--- config.mk ---
export PLATFORM = sky130hd
export DESIGN_NAME = bcd_display_scheduler_flat
export DESIGN_NICKNAME = d
export VERILOG_FILES = /design/src/rtl/bcd_display_scheduler_if.sv /design/src/rtl/bcd_display_scheduler.sv /design/src/flat_wrapper.sv
export SDC_FILE = /design/constraint.sdc
export NUM_CORES = 1
export LEC_CHECK = 0
export ABC_CLOCK_PERIOD_IN_PS = 3560
export CAP_MARGIN = 40
export CORE_ASPECT_RATIO = 0.6
export CORE_MARGIN = 1
export CORE_UTILIZATION = 40
export CTS_CLUSTER_SIZE = 25
export DETAILED_ROUTE_END_ITERATION = 7
export PLACE_DENSITY_LB_ADDON = 0.12
export SYNTH_ARGS = -nofsm -noshare
export SYNTH_HDL_FRONTEND = slang
export SYNTH_SLANG_ARGS = --single-unit
--- constraint.sdc ---
create_clock -name clk -period 3.56 [get_ports clk]
set_input_delay 0.712 -clock clk [delete_from_list [all_inputs] [get_ports clk]]
set_output_delay 0.712 -clock clk [all_outputs]
set_load 0.01 [all_outputs]
--- src/rtl/bcd_display_scheduler_if.sv ---
// Handshake and display bus for bcd_display_scheduler: source drives value/valid,
// the scheduler returns ready, digit codes, busy and overflow.
interface bcd_display_scheduler_if #(
  parameter int WIDTH  = 16,
  parameter int DIGITS = 5
);
  logic [WIDTH-1:0]    value;
  logic                valid;
  logic                ready;
  logic [4*DIGITS-1:0] bcd;
  logic                busy;
  logic                overflow;

  modport master (output value, valid, input ready, bcd, busy, overflow);
  modport slave  (input value, valid, output ready, bcd, busy, overflow);
endinterface

--- src/rtl/bcd_display_scheduler.sv ---
// Rate-limited serial binary-to-BCD converter for the seven-segment digits.
// Optional macro LEADING_ZERO_BLANK_EN blanks zero digits above the leading nonzero one.
//
// state      | meaning
// S_IDLE     | ready for a new reading (once out of reset)
// S_CONVERT  | double-dabble, one bit per clk, WIDTH clks
// S_COMMIT   | load display digits and overflow flag
// S_HOLD     | wait until UPDATE_PERIOD clks since capture
module bcd_display_scheduler #(
  parameter int WIDTH         = 16,
  parameter int DIGITS        = 5,
  parameter int UPDATE_PERIOD = 5_000_000
) (
  input  logic                    clk,
  input  logic                    reset,
  bcd_display_scheduler_if.slave  bus
);
  localparam int BW = 4 * DIGITS;
  localparam int CW = $clog2(WIDTH + 1);
  localparam int HW = (UPDATE_PERIOD < 2) ? 1 : $clog2(UPDATE_PERIOD + 1);

  localparam logic [1:0] S_IDLE    = 2'd0;
  localparam logic [1:0] S_CONVERT = 2'd1;
  localparam logic [1:0] S_COMMIT  = 2'd2;
  localparam logic [1:0] S_HOLD    = 2'd3;

  localparam logic [HW-1:0] HOLD_MAX = '1;
  localparam logic [HW-1:0] HOLD_TC  = HW'(UPDATE_PERIOD);

  logic [1:0]       state;
  logic             armed;
  logic [WIDTH-1:0] shreg;
  logic [BW-1:0]    work;
  logic [BW-1:0]    adj;
  logic [BW-1:0]    disp;
  logic             ovf;
  logic [CW-1:0]    bit_cnt;
  logic [HW-1:0]    hold_cnt;
  logic [BW-1:0]    bcd_q;
  logic             ovf_q;

  always_comb begin
    adj = work;
    for (int d = 0; d < DIGITS; d++) begin
      if (work[4*d +: 4] >= 4'd5) adj[4*d +: 4] = work[4*d +: 4] + 4'd3;
    end
  end

`ifdef LEADING_ZERO_BLANK_EN
  logic lead;
`endif

  always_comb begin
    disp = work;
`ifdef LEADING_ZERO_BLANK_EN
    lead = 1'b1;
    for (int d = DIGITS - 1; d >= 1; d--) begin
      if (work[4*d +: 4] != 4'd0) lead = 1'b0;
      if (lead) disp[4*d +: 4] = 4'hF;
    end
`endif
    if (ovf) disp = {DIGITS{4'h9}};
  end

  always_ff @(posedge clk) begin
    if (reset) begin
      state    <= S_IDLE;
      armed    <= 1'b0;
      shreg    <= '0;
      work     <= '0;
      ovf      <= 1'b0;
      bit_cnt  <= '0;
      hold_cnt <= '0;
      bcd_q    <= {DIGITS{4'hF}};
      ovf_q    <= 1'b0;
    end else begin
      armed <= 1'b1;
      if (hold_cnt != HOLD_MAX) hold_cnt <= hold_cnt + HW'(1);
      case (state)
        S_IDLE: begin
          if (armed && bus.valid) begin
            shreg    <= bus.value;
            work     <= '0;
            ovf      <= 1'b0;
            hold_cnt <= HW'(1);
            bit_cnt  <= CW'(WIDTH);
            state    <= S_CONVERT;
          end
        end
        S_CONVERT: begin
          // A carry out of the top digit means the reading needs more digits.
          work  <= {adj[BW-2:0], shreg[WIDTH-1]};
          ovf   <= ovf | adj[BW-1];
          shreg <= {shreg[WIDTH-2:0], 1'b0};
          if (bit_cnt != '0) bit_cnt <= bit_cnt - CW'(1);
          if (bit_cnt == CW'(1)) state <= S_COMMIT;
        end
        S_COMMIT: begin
          bcd_q <= disp;
          ovf_q <= ovf;
          state <= S_HOLD;
        end
        default: begin
          if (hold_cnt >= HOLD_TC) state <= S_IDLE;
        end
      endcase
    end
  end

  assign bus.ready    = (state == S_IDLE) && armed;
  assign bus.busy     = (state == S_CONVERT) || (state == S_COMMIT);
  assign bus.bcd      = bcd_q;
  assign bus.overflow = ovf_q;
endmodule

--- src/flat_wrapper.sv ---
// flat-port wrapper written by rule: the top's interface ports become plain ports
module bcd_display_scheduler_flat 
#(
  parameter int WIDTH         = 16,
  parameter int DIGITS        = 5,
  parameter int UPDATE_PERIOD = 5_000_000
)
  (clk, reset, bus_value, bus_valid, bus_ready, bus_bcd, bus_busy, bus_overflow);
  bcd_display_scheduler_if #(.WIDTH(WIDTH), .DIGITS(DIGITS)) bus_i ();
  input  logic clk;
  input  logic reset;
  input wire logic [$bits(bus_i.value)-1:0] bus_value;
  input wire logic [$bits(bus_i.valid)-1:0] bus_valid;
  output wire logic [$bits(bus_i.ready)-1:0] bus_ready;
  output wire logic [$bits(bus_i.bcd)-1:0] bus_bcd;
  output wire logic [$bits(bus_i.busy)-1:0] bus_busy;
  output wire logic [$bits(bus_i.overflow)-1:0] bus_overflow;
  assign bus_i.value = bus_value;
  assign bus_i.valid = bus_valid;
  assign bus_ready = bus_i.ready;
  assign bus_bcd = bus_i.bcd;
  assign bus_busy = bus_i.busy;
  assign bus_overflow = bus_i.overflow;
  bcd_display_scheduler #(.WIDTH(WIDTH), .DIGITS(DIGITS), .UPDATE_PERIOD(UPDATE_PERIOD)) u_core (.clk(clk), .reset(reset), .bus(bus_i));
endmodule
==> flow_summary.ini <==
[detailed_routing]
route.final.wire_length_mm = 9.646
num_vias = 3546
first_pass_iters = 4
post_drt_wl_per_cell_um = 14.55
drt_iter0_drc = 216
vias_per_cell = 5.348
detail_route.drc_violations = 0
final_antenna_net_count = 0

[synthesis]
synth_cell_types = 49
synthAdderAreaFrac_pct = 5.605
post_synth_and_or_nand_nor_area_fraction_pct = 19.91
synth.cell_area_um2 = 4242
synth_area_leader_cell = dfxtp_1
main_combinational_cell_family_by_area_after_synthesis = simple AND/OR/NAND/NOR gates
syn-num-nets = 527
synth.ff_latch_count = 89
synthMuxAreaShare_pct = 5.192
synth-main-ff-cell = dfxtp_1
compound_gate_portion_of_the_synthesized_area_pct = 17.23
post_synth_inst_count = 489
synth_edf_count = 0
syn-mean-instance-area_um2 = 8.674
yosys-top-cells-area = dfxtp_1, ha_1, mux2i_1
synth_xor_xnor_area_share_pct = 5.988
ys_seq_area_share_pct = 42.01
async_reset_ff_share_pct = 0
yosys_warnings = 0
yosysTopAreaCellShare_pct = 42.01

[sta]
grt_setup_unrepaired = no
timing.final.max_slew_violations = 0
timing.final.crit_period_ps = 2526
clock_skew_ps = 5.888
tns_ps = 0
tightest_slew_ps = 962.1
final-hold-violation-count = 0
timing.slew.headroom_pct = 35.33
setup_viol = 0
layout_worst_path_cycle_share_pct = 70.97
fmax_ghz = 0.3958

[layout]
area_growth_syn_to_fin_pct = 18.88
postLayoutCellArea_um2 = 5042
final_net_count = 561
antennaDiodeCount = 0
drive_gt1_share_pct = 5.492
layout.core_utilization_pct = 49.98
num-fill-cells = 965
layoutNonFillerInstCount = 663

[clock_network]
cts_tree = yes
clock_insertion_delay_worst_skew_ps = 340
clk_transition_reported_paths_ps = 60
postcts_resize_cnt = 0
h-tree-depth = 3
cts-buffers-inserted = 9
clk_path_buf_depth = 2
clkSinkCount = 89
cts_hold_buffers = 0
post-cts-setup-buffer-count = 0
clock-root-buffer = clkbuf_16

[floorplan]
area_of_the_core_region_um2 = 10090
die_w_um = 134.9
std_cell_rows = 28
chipHeight_um = 81.77
start_util_pct = 42.04
design.portCount = 42
dieArea_um2 = 11030

[critical_path]
critical_path_required_ps = 2850
worstSetupStartpoint = u_core.state[0]$_SDFFE_PP0P_
worst-path-max-fanout = 7
critical_path_class = reg -> out
worst_setup_path_end_kind = output port
critPathLaunchType = flop
crit_arrival_ps = 1810
rr_startpoint = u_core.state[1]$_SDFFE_PP0P_

[power]
p_per_area_nw_per_um2 = 582.7
leakage_nw = 1.744
max-vdd-ir-drop_uv = 329.9

[place]
placed_cells_incl_taps = 647
hpwl_mm = 6.590
placed_cell_area_um2 = 4767
final_replace_weighted_congestion = 0.8567
buffer_ports.inserted = 41

[grt]
grt.total_usage_pct = 19.16
initial_antenna_violation_count = 0
grt-ovfl-total = 0
grt_first_pass_wirelength_mm = 16.39
grt_start_max_net_pins = 58
number_of_global_route_vias_before_repair = 3258

[min_path]
hold_path_startpoint = u_core.bus.bcd[18]$_SDFFE_PP1N_
holdCritPathClass = reg -> reg

[flow_run]
drv.max_cap_violation_count = 0

[run_status]
run_status = completed
state kept, by name (all words and copies together) (netlist names):
register,flops
u_core.armed,1
u_core.bit_cnt,5
u_core.bus.bcd,20
u_core.bus.overflow,1
u_core.hold_cnt,23
u_core.ovf,1
u_core.shreg,16
u_core.state,2
u_core.work,20
worst max-delay path, cell delays in order, from the launching register on:
cell             delay (ps)
dfxtp_1                 350
inv_1                    90
ha_1                    290
and2_1                  210
clkdlybuf4s50_1         540
final timing paths:
path	endpoint	depth (start not counted)	slack, ps
max reg2reg	u_core.work[3]$_SDFFE_PP0P_	7	1350
min	u_core.bus.bcd[18]$_SDFFE_PP1N_	2	470
max	bus_ready	4	1030
min reg2reg	u_core.bus.bcd[18]$_SDFFE_PP1N_	2	470
cells in the mapped netlist (all sizes together), types with 8 or more instances:
master,count
a211oi,19
a21oi,38
a22oi,14
clkbuf,18
dfxtp,89
ha,19
inv,21
mux2i,22
nand2,34
nand2b,9
nand3,16
nand4,9
nor2,58
nor3,14
o21ai,25
or3,8
xnor2,25
report_power, final:
part	internal (mW)	leakage [nW]	switching, mW	total, mW
Combinational	0.373	0.892	0.483	0.856
Clock	0.493	0.129	0.388	0.880
Sequential	1.12	0.723	0.0809	1.20
Total	1.99	1.74	0.952	2.94
final cells by class:
| cell class | instances | area [µm²] | share of cell area (%) |
|---|---|---|---|
| repair buffers | 47 | 450.4 | 8.933 |
| clock buffers | 12 | 246.5 | 4.888 |
| inverters | 21 | 78.83 | 1.563 |
| well taps | 135 | 168.9 | 3.350 |
| clock inverters | 4 | 28.78 | 0.5707 |
| multi-input cells | 355 | 2287 | 45.36 |
| flip-flops and latches | 89 | 1782 | 35.33 |
placed cells by master, fill, tap and decap left out, drive strengths merged, types with 7 or more instances in the layout:
master,instances
dfxtp,89
nor2,58
clkdlybuf4s50,40
a21oi,38
nand2,34
xnor2,25
o21ai,25
mux2i,22
inv,21
a211oi,19
ha,19
nand3,16
a22oi,14
nor3,14
clkbuf,12
nand2b,9
nand4,9
or3,8
buf,7
layer usage:
layer	up-vias	global-route usage, %	part of all wire (%)
li1	1797	-	-
met1	1675	27.46	54
met2	70	27.89	41
met3	4	5.370	4.4
met4	0	5.169	0.54
met5	-	0	0
per-stage QoR:
step           setup slack, ps  power [mW]  hold slack (ps)
2_1_floorplan             1811       1.792            465.8
3_3_place_gp              1006       2.070            452.1
3_5_place_dp             953.4       2.086            462.1
4_1_cts                   1027       2.974            477.4
5_1_grt                  919.2       3.121            498.4
6_report                  1034       2.938            468.1
cells by family after synthesis:
family / count (synthesis)
muxes: 22
DFF: 89
and+or+nand+nor: 170
AOI/OAI and AO/OA: 115
adders and majority gates: 19
xor gates and xnor gates: 29
buffers and inverters: 45
Note: power is estimated with default switching activity, not from simulation.
